<file path="src/rtl/dispchar_pkg.sv">
// Shared types and constants for the character pixel generator.
// Glyph geometry and the default RGB565 palette live here.
package dispchar_pkg;

    localparam int GLYPH_W = 32;
    localparam int GLYPH_H = 64;

    typedef struct packed {
        logic [4:0] r;
        logic [5:0] g;
        logic [4:0] b;
    } rgb565_t;

    localparam logic [15:0] DEF_FG = 16'hFFFF;
    localparam logic [15:0] DEF_BG = 16'h001F;

    function automatic rgb565_t to_rgb(input logic [15:0] c);
        return rgb565_t'(c);
    endfunction

endpackage

</file>
<file path="src/rtl/char_pixel_gen_blink_timer.sv">
// Frame counter that toggles the glyph blink phase every
// BLINK_FRAMES falling edges of the active-low vertical sync.
module blink_timer #(
    parameter int BLINK_FRAMES = 30
) (
    input  logic clk,
    input  logic rst,
    input  logic vsy_in,
    output logic phase
);

    localparam int CW = (BLINK_FRAMES > 1) ? $clog2(BLINK_FRAMES) : 1;
    localparam logic [CW-1:0] LAST = CW'(BLINK_FRAMES - 1);

    logic [CW-1:0] cnt;
    logic          vsy_q;
    logic          fall;

    assign fall = vsy_q & ~vsy_in;

    // phase=1 means the glyph is visible
    always_ff @(posedge clk) begin
        if (rst) begin
            cnt   <= '0;
            vsy_q <= 1'b1;
            phase <= 1'b1;
        end else begin
            vsy_q <= vsy_in;
            if (fall) begin
                if (cnt == LAST) begin
                    cnt   <= '0;
                    phase <= ~phase;
                end else begin
                    cnt <= cnt + CW'(1);
                end
            end
        end
    end

endmodule

</file>
<file path="src/rtl/char_pixel_gen.sv">
// Three-stage glyph overlay: window test, ROM fetch, colour select.
// Define CHAR_BLINK_EN to add the vsync-driven blink timer.
module char_pixel_gen
    import dispchar_pkg::*;
#(
    parameter int          H_ORG        = 100,
    parameter int          V_ORG        = 50,
    parameter logic [15:0] FG_COLOR     = DEF_FG,
    parameter logic [15:0] BG_COLOR     = DEF_BG,
    parameter int          BLINK_FRAMES = 30
) (
    input  logic        clk,
    input  logic        rst,
    input  logic        de_in,
    input  logic        hsy_in,
    input  logic        vsy_in,
    input  logic [9:0]  hcnt,
    input  logic [9:0]  vcnt,
    output logic [5:0]  rom_addr,
    input  logic [31:0] rom_data,
    output logic        de_out,
    output logic        hsy_out,
    output logic        vsy_out,
    output logic [4:0]  lcd_r,
    output logic [5:0]  lcd_g,
    output logic [4:0]  lcd_b
);

    localparam logic [10:0] H_LO  = 11'(H_ORG);
    localparam logic [10:0] H_HI  = 11'(H_ORG + GLYPH_W);
    localparam logic [10:0] V_LO  = 11'(V_ORG);
    localparam logic [10:0] V_HI  = 11'(V_ORG + GLYPH_H);
    localparam logic [4:0]  H_OFF = 5'(H_ORG);
    localparam logic [5:0]  V_OFF = 6'(V_ORG);

    logic       in_win;
    logic       visible;
    logic       glyph_bit;

    logic [4:0] s1_col;
    logic       s1_win, s1_de, s1_hs, s1_vs;
    logic [4:0] s2_col;
    logic       s2_win, s2_de, s2_hs, s2_vs;

    rgb565_t    pix_d;
    rgb565_t    pix;

`ifdef CHAR_BLINK_EN
    blink_timer #(
        .BLINK_FRAMES(BLINK_FRAMES)
    ) u_blink (
        .clk   (clk),
        .rst   (rst),
        .vsy_in(vsy_in),
        .phase (visible)
    );
`else
    assign visible = (BLINK_FRAMES != 0) | 1'b1;
`endif

    assign in_win = de_in
                  && ({1'b0, hcnt} >= H_LO) && ({1'b0, hcnt} < H_HI)
                  && ({1'b0, vcnt} >= V_LO) && ({1'b0, vcnt} < V_HI);

    // Offsets are modulo glyph size; only meaningful inside the window
    always_ff @(posedge clk) begin
        if (rst) begin
            rom_addr <= '0;
            s1_col   <= '0;
            s1_win   <= 1'b0;
            s1_de    <= 1'b0;
            s1_hs    <= 1'b1;
            s1_vs    <= 1'b1;
        end else begin
            rom_addr <= in_win ? (vcnt[5:0] - V_OFF) : '0;
            s1_col   <= in_win ? (hcnt[4:0] - H_OFF) : '0;
            s1_win   <= in_win;
            s1_de    <= de_in;
            s1_hs    <= hsy_in;
            s1_vs    <= vsy_in;
        end
    end

    always_ff @(posedge clk) begin
        if (rst) begin
            s2_col <= '0;
            s2_win <= 1'b0;
            s2_de  <= 1'b0;
            s2_hs  <= 1'b1;
            s2_vs  <= 1'b1;
        end else begin
            s2_col <= s1_col;
            s2_win <= s1_win;
            s2_de  <= s1_de;
            s2_hs  <= s1_hs;
            s2_vs  <= s1_vs;
        end
    end

    // Leftmost pixel maps to the MSB of the ROM word
    assign glyph_bit = rom_data[5'(GLYPH_W - 1) - s2_col];

    always_comb begin
        pix_d = '0;
        if (s2_de) begin
            if (s2_win && glyph_bit && visible)
                pix_d = to_rgb(FG_COLOR);
            else
                pix_d = to_rgb(BG_COLOR);
        end
    end

    always_ff @(posedge clk) begin
        if (rst) begin
            pix     <= '0;
            de_out  <= 1'b0;
            hsy_out <= 1'b1;
            vsy_out <= 1'b1;
        end else begin
            pix     <= pix_d;
            de_out  <= s2_de;
            hsy_out <= s2_hs;
            vsy_out <= s2_vs;
        end
    end

    assign lcd_r = pix.r;
    assign lcd_g = pix.g;
    assign lcd_b = pix.b;

endmodule

</file>
<file path="config.mk">
export PLATFORM = sky130hd
export DESIGN_NAME = char_pixel_gen
export DESIGN_NICKNAME = d
export VERILOG_FILES = /design/src/rtl/dispchar_pkg.sv /design/src/rtl/char_pixel_gen_blink_timer.sv /design/src/rtl/char_pixel_gen.sv
export SDC_FILE = /design/constraint.sdc
export NUM_CORES = 1
export LEC_CHECK = 0
export BUFFER_PORTS_ARGS = -buffer_cell sky130_fd_sc_hd__buf_2
export CAP_MARGIN = 20
export CORE_ASPECT_RATIO = 0.8
export CORE_MARGIN = 4
export CORE_UTILIZATION = 38
export CTS_CLUSTER_SIZE = 25
export DETAILED_ROUTE_END_ITERATION = 8
export HOLD_SLACK_MARGIN = 0.12
export PLACE_DENSITY = 0.79
export SLEW_MARGIN = 30
export SYNTH_ARGS = -nofsm -noshare
export SYNTH_HDL_FRONTEND = slang
export SYNTH_SLANG_ARGS = --single-unit
</file>
<file path="constraint.sdc">
create_clock -name clk -period 1.55 [get_ports clk]
set_input_delay 0.0775 -clock clk [delete_from_list [all_inputs] [get_ports clk]]
set_output_delay 0.0775 -clock clk [all_outputs]
set_load 0.01 [all_outputs]
</file>
==> flow_summary.yaml <==
clock_tree:
  cts_tree: "built"
  clockRootBuffer: "clkbuf_8"
  cts.clk_slew.worst_paths_ps: 60
  cts_buffers: 5
  clk_path_buf_depth: 2
  clkLatencyLatePin_ps: 270
  numClockSinks: 29
  htreeDepth: 2
sta:
  fin_crit_ps: 1590
  worst_pin_slew_ps: 390
  slew_viol_final: 0
  rsz0062_at_grt: "yes"
  slew_headroom_pct: 73.7
  finalCritPeriodShare_pct: 103
  timing.final.ws_setup_ps: -44.5
  max_freq_ghz: 0.627
  setup_violations: 1
  final_hold_viol_count: 0
  skew_ps: 2.44
synth:
  syn_area_mm2: 0.00135
  synthCells: 124
  yosysWarnings: 0
  ys_seq_area_share_pct: 43.1
  syn_avg_cell_area_um2: 10.9
  synth_nets: 184
  ys_ff_latch: 29
  synth_top_cells_by_count: "29 x dfxtp_1, 15 x buf_4, 12 x nor2_1"
  synth_top_area_share_pct: 43.1
  synth_area_leader_cell: "dfxtp_1"
  synthArstFlopShare_pct: 0
  netlist_top_cells_area: "dfxtp_1 43%, mux4_1 14%, buf_4 8.4%"
  synth_most_common_cell: "dfxtp_1"
  synth-edff-count: 0
  ys_types: 29
  synthFlopType: "dfxtp_1"
worst_setup_path:
  ff2ff_setup_slack_ps: -40
  reg2reg_depth: 4
  required_ps: 1690
  r2r-start: "s2_col[1]$_SDFF_PP0_"
  crit_fanout: 6
  r2r-end: "lcd_r[3]$_SDFF_PP0_"
  endpoint_kind: "flop"
  critical_path_class: "flop to flop"
  arrival_ps: 1740
  startpoint_type: "flop"
global_route:
  grt_max_degree: 17
  antenna_found_initial: 0
  grt_pass1_wl_mm: 4.52
  grt_pass1_vias: 1077
  grt_util_all_layers_pct: 13.5
  grt_overflow: 0
power:
  power.density_mw_per_mm2: 795
  power.internal_mw: 1.22
  power_frac_clock_pct: 39.0
  seq_power_share_pct: 49.4
  p_leak_nw: 0.954
  combPwrFrac_pct: 11.5
  p_sw_mw: 0.312
  p_sw_share_pct: 20.4
  power_mw: 1.53
  vdd_drop_max_mv: 0.450
detailed_routing:
  via_count: 1155
  wirelength_mm: 3.10
  drc: 0
  postRouteAntennaNets: 0
  wl_per_cell_um: 12.3
  via_per_inst: 4.57
  drt_iter0_markers: 18
  drtPass1Iterations: 4
min_path:
  whs_endpoint: "s2_col[1]$_SDFF_PP0_"
  whs_path_depth: 2
  min_from: "rst"
  min_path_type: "input pin to flop"
placed_design:
  pre_cts_ws_ps: -146
  placed_cell_area_mm2: 0.00172
  place_congestion: 0.874
  portBuffers: 81
  dpl.hpwl_mm: 2.46
final_layout:
  syn2layout_area_growth_pct: 42.7
  fin_nets: 271
  drive_gt1_share_pct: 51.7
  antennaDiodeCount: 0
  final_area_mm2: 0.00192
floorplan:
  rows: 19
  die_y_um: 61.3
  die_x_um: 74.6
  core_mm2: 0.00342
  dieArea_mm2: 0.00457
  num_io_pins: 82
  initial_core_util_pct: 39.4
status:
  status: "finished with violations"
  violations: "negative setup slack"
flow_run:
  drv_cap: 0
## logic make-up (layout without fill, tap and decap cells)
| family | after synthesis | count (layout) | share of synthesized area (%) |
|---|---|---|---|
| buffers and inverters | 29 | 116 | 12.9 |
| and+or+nand+nor | 40 | 40 | 16.5 |
| AOI/OAI and AO/OA | 7 | 7 | 4.55 |
| DFF | 29 | 29 | 43.1 |
| adders and majority gates | 3 | 3 | 2.79 |
| muxes | 12 | 12 | 17.5 |
| xor gates and xnor gates | 4 | 4 | 2.60 |
## flip-flops by register name (all words and copies together), names as in the netlist
register / count
rom_addr: 6
s1_col: 5
s2_col: 5
de_out: 1
hsy_out: 1
lcd_b: 1
lcd_r: 1
s1_de: 1
s1_hs: 1
s1_vs: 1
s1_win: 1
s2_de: 1
s2_hs: 1
s2_vs: 1
s2_win: 1
vsy_out: 1
## worst max-delay path by stage
| stage | from | to | slack [ps] | cells after the start |
|---|---|---|---|---|
| 2_1_floorplan | s2_col[1]$_SDFF_PP0_ | lcd_r[3]$_SDFF_PP0_ | -30 | 5 |
| 3_3_place_gp | s2_col[1]$_SDFF_PP0_ | lcd_r[3]$_SDFF_PP0_ | -90 | 4 |
| 3_5_place_dp | s2_col[1]$_SDFF_PP0_ | lcd_r[3]$_SDFF_PP0_ | -150 | 4 |
| 4_1_cts | s2_col[1]$_SDFF_PP0_ | lcd_r[3]$_SDFF_PP0_ | -30 | 4 |
| 5_1_grt | s2_col[1]$_SDFF_PP0_ | lcd_r[3]$_SDFF_PP0_ | -80 | 4 |
| 6_report | s2_col[1]$_SDFF_PP0_ | lcd_r[3]$_SDFF_PP0_ | -40 | 4 |
## area by class of cell
| type | instances | area (um2) |
|---|---|---|
| Sequential cell | 29 | 584 |
| Fill cell | 323 | 1500 |
| Inverter | 10 | 37.5 |
| Clock buffer | 7 | 86.3 |
| Timing Repair Buffer | 99 | 571 |
| Tap cell | 42 | 52.6 |
| Multi-Input combinational cell | 66 | 592 |
## through the flow
stage                     TNS, ps  hold WS [ps]  cells  util [%]
after global routing        -95.2           155    253      56.2
after CTS                   -29.1           139    253      56.1
after floorplan             -31.4           149    124         -
after global placement      -93.1           260    234      50.1
final                       -44.5           140    253      56.2
after detailed placement     -202           264    234      50.1
## layout by cell type, fill, tap and decap left out, types with 2 or more instances in the layout
cell type      Yosys  final
nor2_1            12     12
nand2b_1           2      2
inv_1             10     10
clkbuf_8           0      6
or2_2              7      7
nor3_1             2      2
ha_1               3      3
mux2i_1            3      3
xor2_1             3      3
buf_4             15      6
dlygate4sd3_1      0     12
mux4_2             0      3
nand3_1            2      2
nor2b_1           10     10
buf_2              1     81
dfxtp_1           29     28
mux4_1             7      4
## timing repair
item                       in CTS  in global routing
setup buffers                   0                  0
hold endpoints to repair       12                  0
resized for setup               3                  1
setup endpoints to repair       1                 12
hold buffers                   12                  0
## power by group through the flow
stage               Combinational (mW)  Clock, mW  Sequential, mW
CTS                              0.176      0.618           0.756
floorplan                       0.0608          0           0.776
global route                     0.196      0.651           0.757
detailed placement               0.152          0           0.774
finish                           0.176      0.597           0.756
global placement                 0.149          0           0.774
## critical path, cell delays in order, from the launching register on
cell and delay, ps:
dfxtp_4 390, mux4_1 550, mux2_2 290, nor3b_2 180
a311oi_1 70
## per-layer routing
metal / vias to the layer above / global-route usage [%] / part of all wire, %
met3: 2 / 6.36 / 15
met4: 0 / 3.05 / 0.26
met2: 70 / 22.9 / 44
met5: - / 0 / 0
li1: 575 / - / -
met1: 508 / 15.6 / 41
Note: power is estimated with default switching activity, not from simulation.
